==> src/rtl/tag_ram_arbiter.sv <==
// rtl/tag_ram_arbiter.sv - Round-robin data/instruction arbiter for a tag RAM with bulk-clear engine
module tag_ram_arbiter #(
  parameter int ADDR_WIDTH = 16,
  parameter int DATA_WIDTH = 32,
  localparam int BE = DATA_WIDTH / 8,
  localparam int LB = $clog2(BE),
  localparam int WA = ADDR_WIDTH - LB
) (
  input  logic                  clk,
  input  logic                  rst_i,
  input  logic                  d_req_i,
  output logic                  d_gnt_o,
  input  logic [ADDR_WIDTH-1:0] d_addr_i,
  input  logic                  d_we_i,
  input  logic [BE-1:0]         d_be_i,
  input  logic                  d_wdata_i,
  output logic                  d_rvalid_o,
  output logic [BE-1:0]         d_rdata_o,
  input  logic                  i_req_i,
  output logic                  i_gnt_o,
  input  logic [ADDR_WIDTH-1:0] i_addr_i,
  output logic                  i_rvalid_o,
  output logic [BE-1:0]         i_rdata_o,
  input  logic                  clr_req_i,
  input  logic [WA-1:0]         clr_start_i,
  input  logic [WA-1:0]         clr_end_i,
  output logic                  clr_busy_o,
  output logic                  clr_done_o,
  output logic                  ram_en_o,
  output logic                  ram_we_o,
  output logic [ADDR_WIDTH-1:0] ram_addr_o,
  output logic [BE-1:0]         ram_be_o,
  output logic                  ram_wdata_o,
  input  logic [BE-1:0]         ram_rdata_i
);

  typedef enum logic {IDLE, CLEAR} state_t;

  state_t        state_q, state_d;
  logic          prio_i_q, prio_i_d;
  logic [WA-1:0] ptr_q, ptr_d;
  logic [WA-1:0] end_q, end_d;
  logic          d_rvalid_q, d_rvalid_d;
  logic          i_rvalid_q, i_rvalid_d;
  logic          done_q, done_d;
  logic          empty_done;

  always_ff @(posedge clk) begin
    if (rst_i) begin
      state_q    <= IDLE;
      prio_i_q   <= 1'b0;
      ptr_q      <= '0;
      end_q      <= '0;
      d_rvalid_q <= 1'b0;
      i_rvalid_q <= 1'b0;
      done_q     <= 1'b0;
    end else begin
      state_q    <= state_d;
      prio_i_q   <= prio_i_d;
      ptr_q      <= ptr_d;
      end_q      <= end_d;
      d_rvalid_q <= d_rvalid_d;
      i_rvalid_q <= i_rvalid_d;
      done_q     <= done_d;
    end
  end

  always_comb begin
    state_d     = state_q;
    prio_i_d    = prio_i_q;
    ptr_d       = ptr_q;
    end_d       = end_q;
    done_d      = 1'b0;
    empty_done  = 1'b0;
    d_gnt_o     = 1'b0;
    i_gnt_o     = 1'b0;
    ram_en_o    = 1'b0;
    ram_we_o    = 1'b0;
    ram_addr_o  = '0;
    ram_be_o    = '0;
    ram_wdata_o = 1'b0;
    if (!rst_i) begin
      case (state_q)
        IDLE: begin
          // prio_i_q set means the data port won last, so instruction wins a tie
          if (d_req_i && (!i_req_i || !prio_i_q)) begin
            d_gnt_o     = 1'b1;
            ram_en_o    = 1'b1;
            ram_we_o    = d_we_i;
            ram_addr_o  = d_addr_i;
            ram_be_o    = d_be_i;
            ram_wdata_o = d_wdata_i;
            prio_i_d    = 1'b1;
          end else if (i_req_i) begin
            i_gnt_o    = 1'b1;
            ram_en_o   = 1'b1;
            ram_addr_o = i_addr_i;
            prio_i_d   = 1'b0;
          end
          if (clr_req_i) begin
            ptr_d   = clr_start_i;
            end_d   = clr_end_i;
            state_d = CLEAR;
          end
        end
        CLEAR: begin
          // During a valid sweep ptr never passes end, so end < ptr only for an empty range
          if (end_q < ptr_q) begin
            empty_done = 1'b1;
            state_d    = IDLE;
          end else begin
            ram_en_o    = 1'b1;
            ram_we_o    = 1'b1;
            ram_addr_o  = {ptr_q, {LB{1'b0}}};
            ram_be_o    = '1;
            ram_wdata_o = 1'b0;
            if (ptr_q == end_q) begin
              done_d  = 1'b1;
              state_d = IDLE;
            end else begin
              ptr_d = ptr_q + {{(WA-1){1'b0}}, 1'b1};
            end
          end
        end
        default: state_d = IDLE;
      endcase
    end
    d_rvalid_d = d_gnt_o;
    i_rvalid_d = i_gnt_o;
  end

  assign d_rvalid_o = d_rvalid_q && !rst_i;
  assign i_rvalid_o = i_rvalid_q && !rst_i;
  assign d_rdata_o  = ram_rdata_i;
  assign i_rdata_o  = ram_rdata_i;
  assign clr_busy_o = (state_q == CLEAR) && !rst_i;
  assign clr_done_o = (done_q || empty_done) && !rst_i;

endmodule

==> config.mk <==
export PLATFORM = sky130hd
export DESIGN_NAME = tag_ram_arbiter
export DESIGN_NICKNAME = d
export VERILOG_FILES = /design/src/rtl/tag_ram_arbiter.sv
export SDC_FILE = /design/constraint.sdc
export NUM_CORES = 1
export LEC_CHECK = 0
export CAP_MARGIN = 20
export CELL_PAD_IN_SITES_DETAIL_PLACEMENT = 0
export CELL_PAD_IN_SITES_GLOBAL_PLACEMENT = 1
export CORE_UTILIZATION = 34
export CTS_BUF_LIST = sky130_fd_sc_hd__clkbuf_8
export CTS_CLUSTER_SIZE = 20
export DETAILED_ROUTE_END_ITERATION = 7
export PLACE_DENSITY_LB_ADDON = 0.1
export SLEW_MARGIN = 20
export SYNTH_ARGS = -nofsm -noshare
export SYNTH_HDL_FRONTEND = slang
export SYNTH_SLANG_ARGS = --single-unit
==> constraint.sdc <==
create_clock -name clk -period 5.5 [get_ports clk]
set_clock_uncertainty 0.1 [all_clocks]
set_input_delay 1.1 -clock clk [delete_from_list [all_inputs] [get_ports clk]]
set_output_delay 1.1 -clock clk [all_outputs]
set_load 0.01 [all_outputs]
; ---- Yosys cells after proc, flatten, opt, wreduce, memory -nomap -nowiden
; Cells that the tools add are included.
[classes]
add_sub_neg = 1
n_lt_le_gt_ge = 1
n_eq_ne = 4
muxes = 40
bitwise = 1
reduce_logical = 15
[op_table]
columns = cell, n
row1 = $mux 16, 4
row2 = $mux 14, 3
row3 = $pmux 16 s2, 1
row4 = $pmux 14 s2, 1
row5 = $mux 1, 23
row6 = $add 14x1->14 const B, 1
row7 = $eq 14x14->1, 1
row8 = $lt 14x14->1, 1
row9 = $mux 4, 3
row10 = $pmux 1 s2, 4
row11 = $pmux 4 s2, 1
row12 = $ne 2x2->1 const B, 3
row13 = $logic_and 1x1->1, 5
row14 = $reduce_and 2->1, 2
row15 = $logic_not 1->1, 3
row16 = $reduce_and 3->1, 1
row17 = $reduce_or 3->1, 1
row18 = $logic_or 1x1->1, 2
row19 = $reduce_bool 2->1, 1
row20 = $not 1->1, 1
[word_totals]
regBits = 33
inputBits = 75
output_inout_bits = 37
word_cells = 69

; ---- Depth between registers and ports, before layout
; Gate-level depths: netlist of the first run.
[depth]
depth_word = 6
ltp_mapped = 9
mapped_depth_nobuf = 7

; ---- Least setup slack after synthesis of the first run
; OpenSTA, ideal clock, no wires.
[synth_timing]
path_kind = input port to output port
from = input port i_req_i
to = output port ram_addr_o[0]
t_arrival_ns = 2.211
required_ns = 4.300
setup_slack_ns = 2.089
stages = 4
n_path_buf = 0
path_cell_list = nand2_1 and2_1 nor4b_1 a22o_1
[synth_via]
elab_chain_len = 6
word_cells_on_any_way = 7
cone_classes = mux: 4 / reduce/logical: 3
[synth_rtl]
columns = item, line_no
row1 = start: declaration, 19  ; input logic i_req_i,
row2 = $logic_not 1->1, 86  ; if (d_req_i && (!i_req_i || !prio_i_q)) begin
row3 = $logic_or 1x1->1, 86
row4 = $logic_and 1x1->1, 86
row5 = $mux 16 *, 86
row6 = $pmux 16 s2 *, 83  ; case (state_q)
row7 = $mux 16 *, 82  ; if (!rst_i) begin
row8 = end: declaration, 31  ; output logic [ADDR_WIDTH-1:0] ram_addr_o,
; Every way passes the cells marked *; elsewhere a longest branch is shown, timed or not.

; ---- Worst setup path in the final report of the first run
; Ends and elaborated chain as after synthesis.

==> results of run 1 <==
[worst register-to-register path, delay by kind of cell (launching register included)]
kind / cells / cell delay [ns]
AOI/OAI and AO/OA: 3 / 0.92
DFF: 1 / 0.74
buffers and inverters: 2 / 0.45
and+or+nand+nor: 1 / 0.42
[registers in the layout, summed over array words and instances, names as in the netlist]
register    cells
d_rvalid_q      1
done_q          1
end_q          14
i_rvalid_q      1
prio_i_q        1
ptr_q          14
state_q         1
[routing by layer]
metal	routed length, um	track usage
met5	0	0
met1	3870	0.274
met3	434	0.0335
met2	4020	0.353
met4	40	0.0503
[power groups by stage]
stage                     logic, mW  registers, mW  clock network, mW
after floorplan               0.470          0.313                  0
after global placement        0.646          0.334                  0
after detailed placement      0.653          0.334                  0
after CTS                     0.657          0.329              0.192
after global routing          0.721          0.337              0.205
final                         0.652          0.329              0.189
[metrics by stage]
stage | setup WS (ns) | instances | util
floorplan | 2.09 | 347 | -
global route | 0.723 | 529 | 0.484
global placement | 0.985 | 522 | 0.473
detailed placement | 0.940 | 522 | 0.473
CTS | 0.923 | 529 | 0.484
finish | 0.948 | 529 | 0.484
[final timing paths]
kind	from	endpoint	cells past startpoint
worst min-delay path	end_q[0]$_SDFFE_PP0P_	end_q[0]$_SDFFE_PP0P_	2
worst max-delay path	i_req_i	ram_addr_o[0]	6
worst min register to register	end_q[0]$_SDFFE_PP0P_	end_q[0]$_SDFFE_PP0P_	2
worst max register to register	state_q$_SDFF_PP0_	ptr_q[6]$_SDFFE_PP0P_	6
[logic make-up (layout without fill, tap and decap cells)]
group                      count (synthesis)  after routing
AOI/OAI and AO/OA                        115            115
buffers and inverters                     51            131
muxes                                      1              1
adders and majority gates                 15             15
DFF                                       33             33
and+or+nand+nor                          132            132
[final cells by class]
cell class | instances | area (um2)
clock buffers | 6 | 82.6
clock inverters | 1 | 3.75
fillers | 792 | 3990
inverters | 17 | 63.8
multi-input cells | 263 | 1760
flip-flops and latches | 33 | 661
well taps | 102 | 128
repair buffers | 107 | 1050
[placed cells by master, fill, tap and decap left out, drive strengths merged, types with 4 or more instances in the layout]
cell type / instances
nor3: 8
clkbuf: 6
dfxtp: 33
buf: 9
a21o: 5
nand3: 13
o22ai: 4
a21oi: 40
nand2: 53
a22oi: 5
and3: 5
o32ai: 13
nor4: 6
inv: 17
nand4: 5
clkdlybuf4s50: 98
or2: 4
o21ai: 9
a211oi: 14
ha: 15
a311oi: 7
nor2: 22
nand2b: 7
==> impl_results.md, run 1 <==
* Multiplexer share of the synthesized area at 0.00414
* Global-route wire length before repair at 14000 um
* WL final at 8370 um
* Rel. slew slack at 0.397
* Synth top area share at 0.243
* I/O pins at 112
* GPL Wtd Cong at 0.792
* CTS tree: built
* FFs w/ async S/R, synth at 0
* N_diodes at 0
* Pre-antenna DRT Iters at 4
* Vias per cell at 5.39
* Total Neg Setup Slack at 0 ns
* Final Hold Violating Endpoints at 0
* Synth Area in Simple Gates at 0.248
* Period minus WS final at 4.55 ns
* Initial antenna violation count at 0
* Switching Share at 0.431
* Clock power frac at 0.161
* # port buffers at 99
* Iter 0 DRT Violations at 142
* WP buf/inv at 2
* Peak supply drop at 0.000140 V
* Vias at 2852
* Register-to-register setup slack at 2.73 ns
* Top_reg_cell synth: dfxtp_1
* Worst hold slack at 0.360 ns
* HPWL after DPL at 6310 um
* Worst path max stage delay at 0.54 ns
* Syn Area/Cell at 7.85 um2
* Layout cells sized above 1 at 0.110
* Post-route cell area at 3740 um2
* Initial core utilization at 0.352
* Setup violations, final at 0
* DR WL/cell at 15.8 um
* Sequential power share at 0.281
* Largest area contributor in the netlist: dfxtp_1
* Crit-path max FO at 21
* Layout Nets at 517
* Total gr overflow at 0
* PD cells at 312 nW/um2
* Post-CTS resize count at 0
* Worst setup EP type: primary output
* Max-cap viol count at 0
* Leakage power at 1.35 nW
* Critical Path, Cell by Cell: clkdlybuf4s50_1 > nand2_1 > and2_1 > nor4b_1 > a22o_1 > clkdlybuf4s50_1
* Worst min path class: reg2reg
* Combinational power share at 0.557
* Post-synthesis adder-cell area fraction at 0.0689
* EDFF count, synth at 0
* Top cell by count, worst path: clkdlybuf4s50_1
* Max Root-Sink Buffers at 2
* YS warnings at 0
* Die H at 91.5 um
* Sw Pwr at 0.504 mW
* Number of buffers created by CTS at 5
* Synth Area in Compound Gates at 0.324
* Crit path max-delay cell type: nor4b_1
* Gate count after technology mapping at 347
* Htree depth at 2
* Startpoint types: input port
* Sequential area share after synthesis at 0.243
* Sink count of the clock tree at 33
* Internal power at 0.665 mW
* Largest family of logic cells by synthesized area: compound AO/OA/AOI/OAI gates
* Top cells by area, synth: dfxtp_1, nand2_1, a21oi_1
* Critical Path AT at 3.35 ns
* Root buf cell: clkbuf_8
* P&R area growth vs syn at 37.5%
* Slew at the pin with the worst max-slew slack at 0.904 ns
* Cts hold-fix bufs at 0
* Placed cell areas at 3660 um2
* CP top delay family: simple AND/OR/NAND/NOR gates
* Final Cycle Share at 0.828
* RSZ-0062 raised after global routing: false
* Die width at 91.5 um
* CP Class: in2out
* Vias in the first global route at 2795
* Outcome: complete, no violations
* Pin count of the biggest net entering global routing at 52
* Antenna-violating nets left at 0
* Area of the die at 8370 um2
* Synthesized net count at 437
* Synth Register Bits at 33
* Number of distinct library cells after synthesis at 56
* CORE AREA at 7730 um2
* F_max at 220 MHz
* GRT Total Usage at 0.208
* Post-CTS Setup Bufs at 0
* Commonest cells in the netlist: nand2_1, a21oi_1, dfxtp_1
* Most frequent cell after synthesis: nand2_1
* DRC errors left at 0
* XOR/XNOR Fraction of Synth Area at 0
* Cell area after synthesis at 2720 um2
* WP data required at 4.30 ns
* Clock Latency Late Sink at 0.28 ns
* Pwr Total at 1.17 mW
* Final Max Slew Viols at 0
* FP Rows at 32
* Clock transition at path regs at 0.07 ns
(Power assumes the default switching activity.)
==> run 2, diff against run 1 <==
--- a/config.mk
+++ b/config.mk
@@ -8,7 +8,7 @@
 export CAP_MARGIN = 20
 export CELL_PAD_IN_SITES_DETAIL_PLACEMENT = 0
 export CELL_PAD_IN_SITES_GLOBAL_PLACEMENT = 1
-export CORE_UTILIZATION = 34
+export CORE_UTILIZATION = 28
 export CTS_BUF_LIST = sky130_fd_sc_hd__clkbuf_8
 export CTS_CLUSTER_SIZE = 20
 export DETAILED_ROUTE_END_ITERATION = 7
==> constraint.sdc (replaced) <==
create_clock -name clk -period 4.1 [get_ports clk]
set_clock_uncertainty 0.1 [all_clocks]
set_input_delay 0.82 -clock clk [delete_from_list [all_inputs] [get_ports clk]]
set_output_delay 0.82 -clock clk [all_outputs]
set_load 0.01 [all_outputs]
==> impl_results.md, run 2 (same netlist as run 1, synthesis figures left out) <==
* Outcome: complete, no violations
* GRT Total Usage at 0.178
* Worst min path class: reg2reg
* Post-route cell area at 3790 um2
* Area of the die at 10100 um2
* Setup violations, final at 0
* P&R area growth vs syn at 39.3%
* Filler Cell Count at 1033
* Die H at 101 um
* Die width at 101 um
* Sink count of the clock tree at 33
* Final Hold Violating Endpoints at 0
* # port buffers at 99
* Critical Path, Cell by Cell: inv_1 > ha_1 > nand2_1 > o21ai_1 > a21oi_2 > a31o_1 > buf_4 > a311oi_1 > clkdlybuf4s50_1
* DR WL/cell at 15.9 um
* PD cells at 415 nW/um2
* Cts hold-fix bufs at 0
* CTS tree: built
* Layout cells sized above 1 at 0.121
* Non-Filler Instances at 559
* Final Max Slew Viols at 0
* Rel. slew slack at 0.384
* Fin util at 0.407
* Max Root-Sink Buffers at 2
* Final Cycle Share at 0.951
* Reg area at 662 um2
* Number of buffers created by CTS at 5
* Initial antenna violation count at 0
* FP Rows at 35
* RSZ-0062 raised after global routing: false
* N_diodes at 0
* Vias at 2847
* Total gr overflow at 0
* Startpoint types: flip-flop
* WP data required at 3.18 ns
* Hold depth at 2
* Vias in the first global route at 2802
* Global-route wire length before repair at 14100 um
* Slew at the pin with the worst max-slew slack at 0.924 ns
* Crit-path max FO at 18
* Worst setup EP type: primary output
* Root buf cell: clkbuf_8
* Clock Latency Late Sink at 0.29 ns
* Iter 0 DRT Violations at 134
* Cell count after placement at 551
* Placed cell areas at 3710 um2
* Initial core utilization at 0.292
* F_max at 256 MHz
* Reg2reg path depth at 7
* GPL Wtd Cong at 0.777
* Worst hold slack at 0.364 ns
* CORE AREA at 9330 um2
* Leakage power at 1.36 nW
* Crit path max-delay cell type: clkdlybuf4s50_1
* Final Worst Setup Slack at 0.199 ns
* HPWL after DPL at 6650 um
* Layout Nets at 519
* CP Class: reg2out
* Peak supply drop at 0.000145 V
* Most common cell after layout, fill and taps aside: clkdlybuf4s50_1
* Htree depth at 2
* Critical Path AT at 2.98 ns
* I/O pins at 112
* Period minus WS final at 3.90 ns
* DRC errors left at 0
* WL final at 8870 um
* Vias per cell at 5.09
* Worst path max stage delay at 0.61 ns
* Pre-antenna DRT Iters at 4
* Max-cap viol count at 0
* Pwr Total at 1.57 mW
* Most frequent cells in the layout: clkdlybuf4s50_1, nand2_1, a21oi_1
* Clock transition at path regs at 0.08 ns
* Pin count of the biggest net entering global routing at 44
* Antenna-violating nets left at 0
* Total Neg Setup Slack at 0 ns
* Largest regs: end_q x14, ptr_q x14
* Worst slack, placed at 0.310 ns
* Multi-input gate area at 1760 um2
-- run 2: routing by layer --
layer  GRT usage  wire length (um)
met3      0.0250               305
met2       0.320              4440
met5           0                 0
met4      0.0301                29
met1       0.228              4100
-- run 2: final timing paths --
kind / startpoint / end / slack (ns)
worst max-delay path: ptr_q[9]$_SDFFE_PP0P_ / ram_addr_o[10] / 0.20
worst min-delay path: end_q[9]$_SDFFE_PP0P_ / end_q[9]$_SDFFE_PP0P_ / 0.36
worst min register to register: end_q[9]$_SDFFE_PP0P_ / end_q[9]$_SDFFE_PP0P_ / 0.36
worst max register to register: state_q$_SDFF_PP0_ / ptr_q[2]$_SDFFE_PP0P_ / 1.40
-- run 2: timing repair --
item                       in CTS  in global routing
buffers inserted                0                  0
setup endpoints to repair       0                  3
gates resized for setup         0                  1
-- run 2: critical path: cells and delay by family (launching register included) --
family / cells / cell delay [ns]
AO/OA/AOI/OAI: 4 / 0.99
adder cells (fa/ha/maj): 1 / 0.33
buffers and inverters: 3 / 0.93
flip-flops: 1 / 0.38
AND/OR/NAND/NOR: 1 / 0.06
-- run 2: final cells by class --
class | count | share of cell area
timing repair buffer | 109 | 0.280
clock buffer | 5 | 0.0181
clock inverter | 3 | 0.00363
multi-input combinational | 263 | 0.465
inverter | 17 | 0.0168
tap | 129 | 0.0425
sequential | 33 | 0.174
-- run 2: power breakdown --
group	total, mW	switching, mW	internal, mW
Clock	0.247	0.132	0.115
Sequential	0.428	0.0523	0.375
Combinational	0.899	0.511	0.389
